**src/rtl/power_pkg.sv**
```systemverilog
// Shared definitions for the power stage and its frame accumulator.
//   state_e          : accumulator FSM state (IDLE, ACC)
//   DATA_WIDTH       : default power stage input width
//   POWER_OUT_WIDTH  : default power stage output width (accumulator input)
//   ACC_WIDTH        : default accumulator / frame result width
package power_pkg;

   localparam int DATA_WIDTH      = 32;
   localparam int POWER_OUT_WIDTH = 64;
   localparam int ACC_WIDTH       = 72;

   typedef enum logic {
      IDLE = 1'b0,
      ACC  = 1'b1
   } state_e;

endpackage : power_pkg

```
**src/rtl/power_acc_out_reg.sv**
```systemverilog
// One-entry result register for the frame accumulator, with drop detection.
// Ports:
//   clk, reset_n      : clock, asynchronous active-low reset
//   load              : a frame completed this cycle
//   load_data/_sat    : completed frame total and its saturation flag
//   o_valid/o_ready   : result handshake towards downstream
//   o_data/o_sat      : held result
//   drop              : one-cycle pulse, a completed frame found the register
//                       full and was discarded
//
// Handshake: a transfer happens on a rising edge where o_valid && o_ready.
// While o_valid=1 and no transfer happens, o_data and o_sat do not change.
// A load on the same edge as a transfer replaces the result with no bubble;
// a load while the result is held and not transferring is discarded.
module power_acc_out_reg #(
   parameter int W = 72
) (
   input  logic         clk,
   input  logic         reset_n,
   input  logic         load,
   input  logic [W-1:0] load_data,
   input  logic         load_sat,
   output logic         o_valid,
   input  logic         o_ready,
   output logic [W-1:0] o_data,
   output logic         o_sat,
   output logic         drop
);

   logic         valid_q, valid_d;
   logic [W-1:0] data_q, data_d;
   logic         sat_q, sat_d;
   logic         drop_q, drop_d;

   always_comb begin
      valid_d = valid_q;
      data_d  = data_q;
      sat_d   = sat_q;
      drop_d  = 1'b0;
      if (valid_q && o_ready) begin
         valid_d = 1'b0;
      end
      if (load) begin
         if (valid_q && !o_ready) begin
            drop_d = 1'b1;
         end else begin
            valid_d = 1'b1;
            data_d  = load_data;
            sat_d   = load_sat;
         end
      end
   end

   always_ff @(posedge clk or negedge reset_n) begin
      if (!reset_n) begin
         valid_q <= 1'b0;
         data_q  <= '0;
         sat_q   <= 1'b0;
         drop_q  <= 1'b0;
      end else begin
         valid_q <= valid_d;
         data_q  <= data_d;
         sat_q   <= sat_d;
         drop_q  <= drop_d;
      end
   end

   assign o_valid = valid_q;
   assign o_data  = data_q;
   assign o_sat   = sat_q;
   assign drop    = drop_q;

endmodule : power_acc_out_reg

```
**src/rtl/power_acc.sv**
```systemverilog
// Frame accumulator downstream of the power stage. Sums a programmable
// number of consecutive valid samples into a saturating accumulator and
// presents each frame total through a one-entry valid/ready result register.
// Ports:
//   clk, reset_n  : clock, asynchronous active-low reset
//   i_valid/i_data: sample stream from the power stage (no backpressure)
//   i_len         : samples per frame, taken on a frame's first sample;
//                   0 means 2^CNT_WIDTH
//   o_valid/o_ready/o_data/o_sat : frame result handshake
//   o_busy        : FSM is in ACC (frame in progress); this is the FSM state
//   o_drop        : one-cycle pulse, a completed frame was discarded
//   o_drop_cnt    : saturating count of discarded frames
module power_acc #(
   parameter int IN_WIDTH  = power_pkg::POWER_OUT_WIDTH,
   parameter int ACC_WIDTH = power_pkg::ACC_WIDTH,
   parameter int CNT_WIDTH = 8
) (
   input  logic                 clk,
   input  logic                 reset_n,
   input  logic                 i_valid,
   input  logic [IN_WIDTH-1:0]  i_data,
   input  logic [CNT_WIDTH-1:0] i_len,
   output logic                 o_valid,
   input  logic                 o_ready,
   output logic [ACC_WIDTH-1:0] o_data,
   output logic                 o_sat,
   output logic                 o_busy,
   output logic                 o_drop,
   output logic [CNT_WIDTH-1:0] o_drop_cnt
);

   import power_pkg::*;

   // Length and sample counters need one extra bit to represent 2^CNT_WIDTH.
   localparam int LW = CNT_WIDTH + 1;
   localparam logic [LW-1:0] FULL_LEN = LW'(1) << CNT_WIDTH;

   state_e               state_q, state_d;
   logic [ACC_WIDTH-1:0] acc_q, acc_d;
   logic [LW-1:0]        cnt_q, cnt_d;
   logic [LW-1:0]        len_q, len_d;
   logic                 sat_q, sat_d;
   logic [CNT_WIDTH-1:0] drop_cnt_q, drop_cnt_d;

   logic                 load;
   logic [ACC_WIDTH-1:0] load_data;
   logic                 load_sat;
   logic                 drop;

   logic [ACC_WIDTH-1:0] data_ext;
   logic [ACC_WIDTH:0]   sum_w;
   logic                 carry;
   logic [ACC_WIDTH-1:0] acc_sat;
   logic [LW-1:0]        len_eff;
   logic [LW-1:0]        cnt_inc;

   assign data_ext = ACC_WIDTH'(i_data);
   assign sum_w    = {1'b0, acc_q} + {1'b0, data_ext};
   assign carry    = sum_w[ACC_WIDTH];
   // Clamp to all-ones on carry-out.
   assign acc_sat  = carry ? '1 : sum_w[ACC_WIDTH-1:0];
   assign len_eff  = (i_len == '0) ? FULL_LEN : {1'b0, i_len};
   assign cnt_inc  = cnt_q + LW'(1);

   always_comb begin
      state_d   = state_q;
      acc_d     = acc_q;
      cnt_d     = cnt_q;
      len_d     = len_q;
      sat_d     = sat_q;
      load      = 1'b0;
      load_data = '0;
      load_sat  = 1'b0;
      unique case (state_q)
         IDLE: begin
            if (i_valid) begin
               len_d = len_eff;
               acc_d = data_ext;
               cnt_d = LW'(1);
               sat_d = 1'b0;
               if (len_eff == LW'(1)) begin
                  // Single-sample frame completes immediately.
                  load      = 1'b1;
                  load_data = data_ext;
               end else begin
                  state_d = ACC;
               end
            end
         end
         ACC: begin
            if (i_valid) begin
               acc_d = acc_sat;
               cnt_d = cnt_inc;
               sat_d = sat_q | carry;
               if (cnt_inc == len_q) begin
                  load      = 1'b1;
                  load_data = acc_sat;
                  load_sat  = sat_q | carry;
                  state_d   = IDLE;
               end
            end
         end
         default: state_d = IDLE;
      endcase
   end

   always_comb begin
      drop_cnt_d = drop_cnt_q;
      if (drop && (drop_cnt_q != '1)) begin
         drop_cnt_d = drop_cnt_q + CNT_WIDTH'(1);
      end
   end

   always_ff @(posedge clk or negedge reset_n) begin
      if (!reset_n) begin
         state_q    <= IDLE;
         acc_q      <= '0;
         cnt_q      <= '0;
         len_q      <= '0;
         sat_q      <= 1'b0;
         drop_cnt_q <= '0;
      end else begin
         state_q    <= state_d;
         acc_q      <= acc_d;
         cnt_q      <= cnt_d;
         len_q      <= len_d;
         sat_q      <= sat_d;
         drop_cnt_q <= drop_cnt_d;
      end
   end

   power_acc_out_reg #(
      .W (ACC_WIDTH)
   ) u_out_reg (
      .clk       (clk),
      .reset_n   (reset_n),
      .load      (load),
      .load_data (load_data),
      .load_sat  (load_sat),
      .o_valid   (o_valid),
      .o_ready   (o_ready),
      .o_data    (o_data),
      .o_sat     (o_sat),
      .drop      (drop)
   );

   assign o_busy     = (state_q == ACC);
   assign o_drop     = drop;
   assign o_drop_cnt = drop_cnt_q;

endmodule : power_acc

```
**config.mk**
```make
export PLATFORM = sky130hd
export DESIGN_NAME = power_acc
export DESIGN_NICKNAME = d
export VERILOG_FILES = /design/src/rtl/power_pkg.sv /design/src/rtl/power_acc_out_reg.sv /design/src/rtl/power_acc.sv
export SDC_FILE = /design/constraint.sdc
export NUM_CORES = 1
export LEC_CHECK = 0
export CAP_MARGIN = 20
export CORE_MARGIN = 2
export CORE_UTILIZATION = 55
export CTS_BUF_LIST = sky130_fd_sc_hd__clkbuf_8
export CTS_CLUSTER_SIZE = 30
export DETAILED_ROUTE_END_ITERATION = 7
export GPL_TIMING_DRIVEN = 0
export PLACE_DENSITY_LB_ADDON = 0.15
export SETUP_SLACK_MARGIN = 0.02
export SLEW_MARGIN = 20
export SYNTH_ARGS = -nofsm -noshare
export SYNTH_HDL_FRONTEND = slang
export SYNTH_HIERARCHICAL = 1
export SYNTH_SLANG_ARGS = --single-unit
```
**constraint.sdc**
```tcl
create_clock -name clk -period 9.95 [get_ports clk]
set_clock_uncertainty 0.15 [all_clocks]
set_input_delay 0.995 -clock clk [delete_from_list [all_inputs] [get_ports clk]]
set_output_delay 0.995 -clock clk [all_outputs]
set_load 0.03 [all_outputs]
```
# After elaboration in Yosys (flattened, before gate mapping)
# Index checks and enable logic that the tools add are counted.
# totals
output_inout_bits	84
wordCells	63
mem_bits_rw	0
romBits	0
register_bits	175
latch_bits	0
input_bits	76
n_memories	0
# classes
bitwise_logic	3
n_shift	0
n_addsub	3
div_mod_pow	0
n_eq_ne	5
n_lt_le_gt_ge	0
multipliers	0
n_reduce_logical	8
mux	34
# ops
cell	count
2-to-1 mux 72 bit	5
case mux 72 bit (2 select lines)	2
2-to-1 mux 64 bit	2
adder 72 x 64 -> 73 bit	1
2-to-1 mux 9 bit	3
2-to-1 mux 1 bit	18
case mux 9 bit (2 select lines)	1
adder 9 x 1 -> 9 bit (second input constant)	1
== test 9 x 1 -> 1 bit (second input constant)	1
== test 9 bit	1
adder 8 x 1 -> 8 bit (second input constant)	1
zero test 8 bit	1
inequality test 8 bit (second input constant)	1
case mux 1 bit (2 select lines)	3
AND reduction 2 bit	3
inequality test 2 bit (second input constant)	2
logical AND 1 bit	3
inverter 1 bit	2
zero test 1 bit	1
OR 1 bit	1

# Depth between registers and ports, before layout
# depth
ltp_word	7
depth_mapped	14
depth_no_buf	13

# Cells and area by module
# Netlist, hierarchy kept.
# modules_own_cells
mod	n_inst	area_per_inst_um2	seq_area_each_um2	cells_per_inst
power_acc	1	9799.4	2502.4	1315
power_acc_out_reg	1	3076.7	1876.8	160

# Worst setup path before layout
# No wires, ideal clock.
# synth_timing
path_type	input-to-reg
start	in i_data[0]
end	reg u_out_reg.data_q[61], in the netlist u_out_reg/o_data[61]
cell_stages	14
setup_time_ps	125
arrival_time_ps	3928
path_buffers	2
setup_slack_ps	5747
required_time_ps	9675
path_cell_list	ha_1 -> fa_1 -> a211oi_1 -> o211ai_1 -> a31o_2 -> a41oi_1 -> a41o_1 -> a21oi_1 -> o211a_1 -> buf_4 -> buf_4 -> nor4_1 -> o21ai_0 -> mux2_4
# synth_between
elab_chain_len	5
# synth_lines
element	line	source
start: declaration	power_acc.sv:21	input logic [IN_WIDTH-1:0] i_data,
adder 72 x 64 -> 73 bit	power_acc.sv:58	assign sum_w = {1'b0, acc_q} + {1'b0, data_ext};
2-to-1 mux 72 bit	power_acc.sv:61	assign acc_sat = carry ? '1 : sum_w[ACC_WIDTH-1:0];
2-to-1 mux 72 bit	power_acc.sv:95	if (cnt_inc == len_q) begin
2-to-1 mux 72 bit	power_acc.sv:91	if (i_valid) begin
case mux 72 bit (2 select lines)	power_acc.sv:74	unique case (state_q)
named net load_data[61]	power_acc.sv:46	logic [ACC_WIDTH-1:0] load_data;
end signal: assignment	power_acc_out_reg.sv:62	data_q <= data_d;
end: declaration	power_acc_out_reg.sv:31	logic [W-1:0] data_q, data_d;
# The timed path passes the listed nets, and every way through them passes these cells.
# A chain may end at the register's enable or synchronous reset.

# Final worst setup path
# layout_timing
start	in i_data[32]
end	reg u_out_reg.data_q[53], in the netlist u_out_reg/o_data[53]
# The elaborated chain is that of the path after synthesis.

==> impl_metrics.py <==
metrics = {
    "status": {
        "status": "completed",
    },
    "worst_setup_path": {
        "critPathLaunchType": "input port",
        "end_kind": "flip-flop",
        "r2r_start": "acc_q[32]$_DFFE_PN0P_",
        "critPathKind": "input port to flip-flop",
        "r2r_slack_ns": 5.40,
        "startpoint": "i_data[32]",
        "crit_path_max_fanout": 10,
        "arrival_ns": 5.48,
        "cp.required_ns": 10.24,
        "crit_end": "u_out_reg/o_data[53]$_DFFE_PN0P_",
        "r2r_end": "u_out_reg/o_data[53]$_DFFE_PN0P_",
        "r2r_cells": 13,
    },
    "final_layout": {
        "n_fill_cell": 1967,
        "area_growth_pct": 18.9,
        "n_antenna_cell": 0,
        "stdcell_area_um2": 15300,
        "drive_gt1_share_pct": 9.06,
        "fin_nets": 1796,
        "layout_common_cells": "175 x dfrtp_1, 160 x nand2_1, 157 x clkdlybuf4s50_1, 155 x o21ai_0, 140 x a21oi_1",
        "register_area_um2": 4380,
        "final_common_cell": "dfrtp_1",
        "multi_input_area_um2": 7990,
    },
    "power_and_ir_drop": {
        "p_leak_nw": 7.06,
        "ir_drop_v": 0.000123,
        "p_per_area_nw_per_um2": 252,
    },
    "floorplanning": {
        "ios": 160,
        "start_util_pct": 56.5,
        "core_um2": 22800,
        "rows": 55,
        "chipWidth_um": 157,
        "die_h_um": 157,
        "dieArea_um2": 24700,
    },
    "logic_synthesis": {
        "netlist_instances": 1475,
        "yosysWarnings": 6,
        "async_reset_ff_share_pct": 100,
        "synth_seq_area_share_pct": 34.0,
        "syn-cell-area_um2": 12900,
        "ys_ff_latch": 175,
        "yosysUniqueCellTypes": 71,
        "avgSynthCellArea_um2": 8.73,
        "synth_edf_count": 0,
        "syn_nets": 1618,
        "ys.flop_type": "dfrtp_1",
    },
    "sta": {
        "period_needed_ns": 5.19,
        "finalSetupViolations": 0,
        "finalMaxSlewViolations": 0,
        "tightest_slew_ns": 1.10,
        "finalCritPeriodShare_pct": 52.2,
        "tns_ns": 0,
        "slew_headroom_pct": 26.2,
        "rsz0062_at_grt": "false",
        "hold_viol_final": 0,
        "max_freq_mhz": 193,
    },
    "detailed_routing": {
        "vias": 12256,
        "drc": 0,
        "drt_iter0_drc": 1170,
        "drt-total-wl_um": 40000,
        "vias_per_cell": 6.19,
        "drt_first_pass_iters": 7,
        "antenna_left": 0,
        "routedWlPerCell_um": 20.2,
    },
    "grt": {
        "gr-total-overflow": 0,
        "grt_pass1_wl_um": 63400,
        "grt_pass1_vias": 11789,
        "antenna_found_initial": 1,
        "grt_max_degree": 93,
        "grt_use_total_pct": 32.9,
    },
    "placement": {
        "hpwl_um": 29300,
        "place.port_buffers": 158,
        "gp_congestion": 0.960,
        "placed_area_um2": 14900,
    },
    "clock_tree": {
        "htreeDepth": 4,
        "post_cts_buffers": 0,
        "path_clk_slew_ns": 0.12,
        "cts_buffers": 17,
        "clockBufferDepth": 2,
        "cts_resized": 0,
        "clk_root_buffer_cell": "clkbuf_8",
        "cts_tree": "done",
        "cts_hold_buf": 0,
        "worstSkewPairLatency_ns": 0.50,
        "cts.sinks": 175,
    },
    "hold_path": {
        "hold_path_class": "input port to async pin",
    },
    "run": {
        "maxCapViolCount": 0,
    },
}
[final cells by class]
class | count | area share [%]
Clock buffer | 17 | 1.53
Tap cell | 313 | 2.56
Clock inverter | 15 | 1.22
Timing Repair Buffer | 159 | 10.5
Multi-Input combinational cell | 1185 | 52.2
Sequential cell | 175 | 28.6
Buffer | 89 | 2.71
Inverter | 26 | 0.638
[how the worst min path moves through the flow]
stage	startpoint	end	slack [ns]	depth (start not counted)
6_report	reset_n	o_drop_cnt[4]$_DFFE_PN0P_	0.30	1
3_3_place_gp	acc_q[45]$_DFFE_PN0P_	acc_q[45]$_DFFE_PN0P_	0.32	1
4_1_cts	reset_n	o_drop_cnt[4]$_DFFE_PN0P_	0.33	1
3_5_place_dp	acc_q[0]$_DFFE_PN0P_	acc_q[0]$_DFFE_PN0P_	0.32	1
5_1_grt	reset_n	o_drop_cnt[4]$_DFFE_PN0P_	0.35	1
2_1_floorplan	acc_q[15]$_DFFE_PN0P_	acc_q[15]$_DFFE_PN0P_	0.31	1
[sequential cells by signal, summed over array words and instances (netlist names)]
register and flops:
acc_q 72, cnt_q 9, len_q 9, o_busy 1, o_drop_cnt 8, sat_q 1, u_out_reg/drop 1, u_out_reg/o_data 72
u_out_reg/o_sat 1, u_out_reg/o_valid 1
[metal layers]
metal | global-route usage, % | up-vias | wire length, µm
li1 | - | 5711 | -
met1 | 45.8 | 5894 | 17300
met2 | 52.5 | 554 | 18300
met3 | 4.87 | 97 | 3040
met4 | 11.6 | 0 | 1260
met5 | 0 | - | 0
[kinds of logic (layout without fill, tap and decap cells)]
group                    after synthesis  count (layout)  synth area share, %
buffers and inverters                115             306                 3.98
AND/OR/NAND/NOR                      445             445                 15.7
AO/OA/AOI/OAI                        509             509                 25.0
flip-flops                           175             175                 34.0
adder cells (fa/ha/maj)               67              67                 6.57
multiplexers                          85              85                 9.37
XOR/XNOR                              79              79                 5.37
[through the flow]
stage	total power, W	instances	hold WS [ns]	worst slack [ns]	util, %
3_3_place_gp	0.00323	1946	0.316	0.215	65.2
4_1_cts	0.00383	1979	0.334	4.94	67.2
2_1_floorplan	0.00275	1475	0.307	5.75	-
3_5_place_dp	0.00328	1947	0.323	4.39	65.3
6_report	0.00386	1979	0.302	4.76	67.2
5_1_grt	0.00417	1979	0.354	4.61	67.2
[power by group]
part | total, W | switching [W] | internal, W
logic | 0.00233 | 0.00140 | 0.000932
clock network | 0.000533 | 0.000338 | 0.000195
registers | 0.00100 | 0.000117 | 0.000883
[cell usage after synthesis (5+ instances only)]
cell type | count | area [µm²]
o31ai_1 | 5 | 37.5
o21a_1 | 8 | 60.1
nor2b_1 | 7 | 43.8
inv_1 | 26 | 97.6
o21ai_0 | 155 | 776
buf_6 | 7 | 78.8
a21o_1 | 75 | 563
o221ai_1 | 8 | 70.1
a311oi_1 | 5 | 43.8
nor4_1 | 5 | 31.3
clkbuf_1 | 61 | 229
nor3b_1 | 5 | 37.5
nand4_1 | 23 | 144
o21bai_1 | 10 | 75.1
a21oi_1 | 140 | 701
mux2i_1 | 11 | 110
xnor2_1 | 47 | 412
nand2_1 | 160 | 601
buf_2 | 17 | 85.1
nand3_1 | 36 | 180
a211oi_1 | 8 | 60.1
xor2_1 | 32 | 280
nor3_1 | 18 | 90.1
nor2_1 | 135 | 507
o211ai_1 | 11 | 82.6
and2_1 | 5 | 31.3
mux2_4 | 70 | 1050
dfrtp_1 | 175 | 4380
and3_1 | 20 | 125
a221o_1 | 5 | 50.1
a22o_1 | 9 | 78.8
ha_1 | 66 | 826
a31oi_1 | 22 | 138
or3_1 | 16 | 100
[worst max-delay path: stages]
cell             delay (ns)
clkdlybuf4s50_1        0.49
ha_1                   0.32
clkbuf_1               0.30
nand2_1                0.14
nor4_1                 0.85
nand4b_1               0.30
a41o_1                 0.37
a21oi_1                0.35
o211a_1                0.19
buf_4                  0.18
buf_2                  0.31
nor2_1                 0.13
o21ai_0                0.32
mux2_4                 0.22
Note: power is estimated with default switching activity, not from simulation.
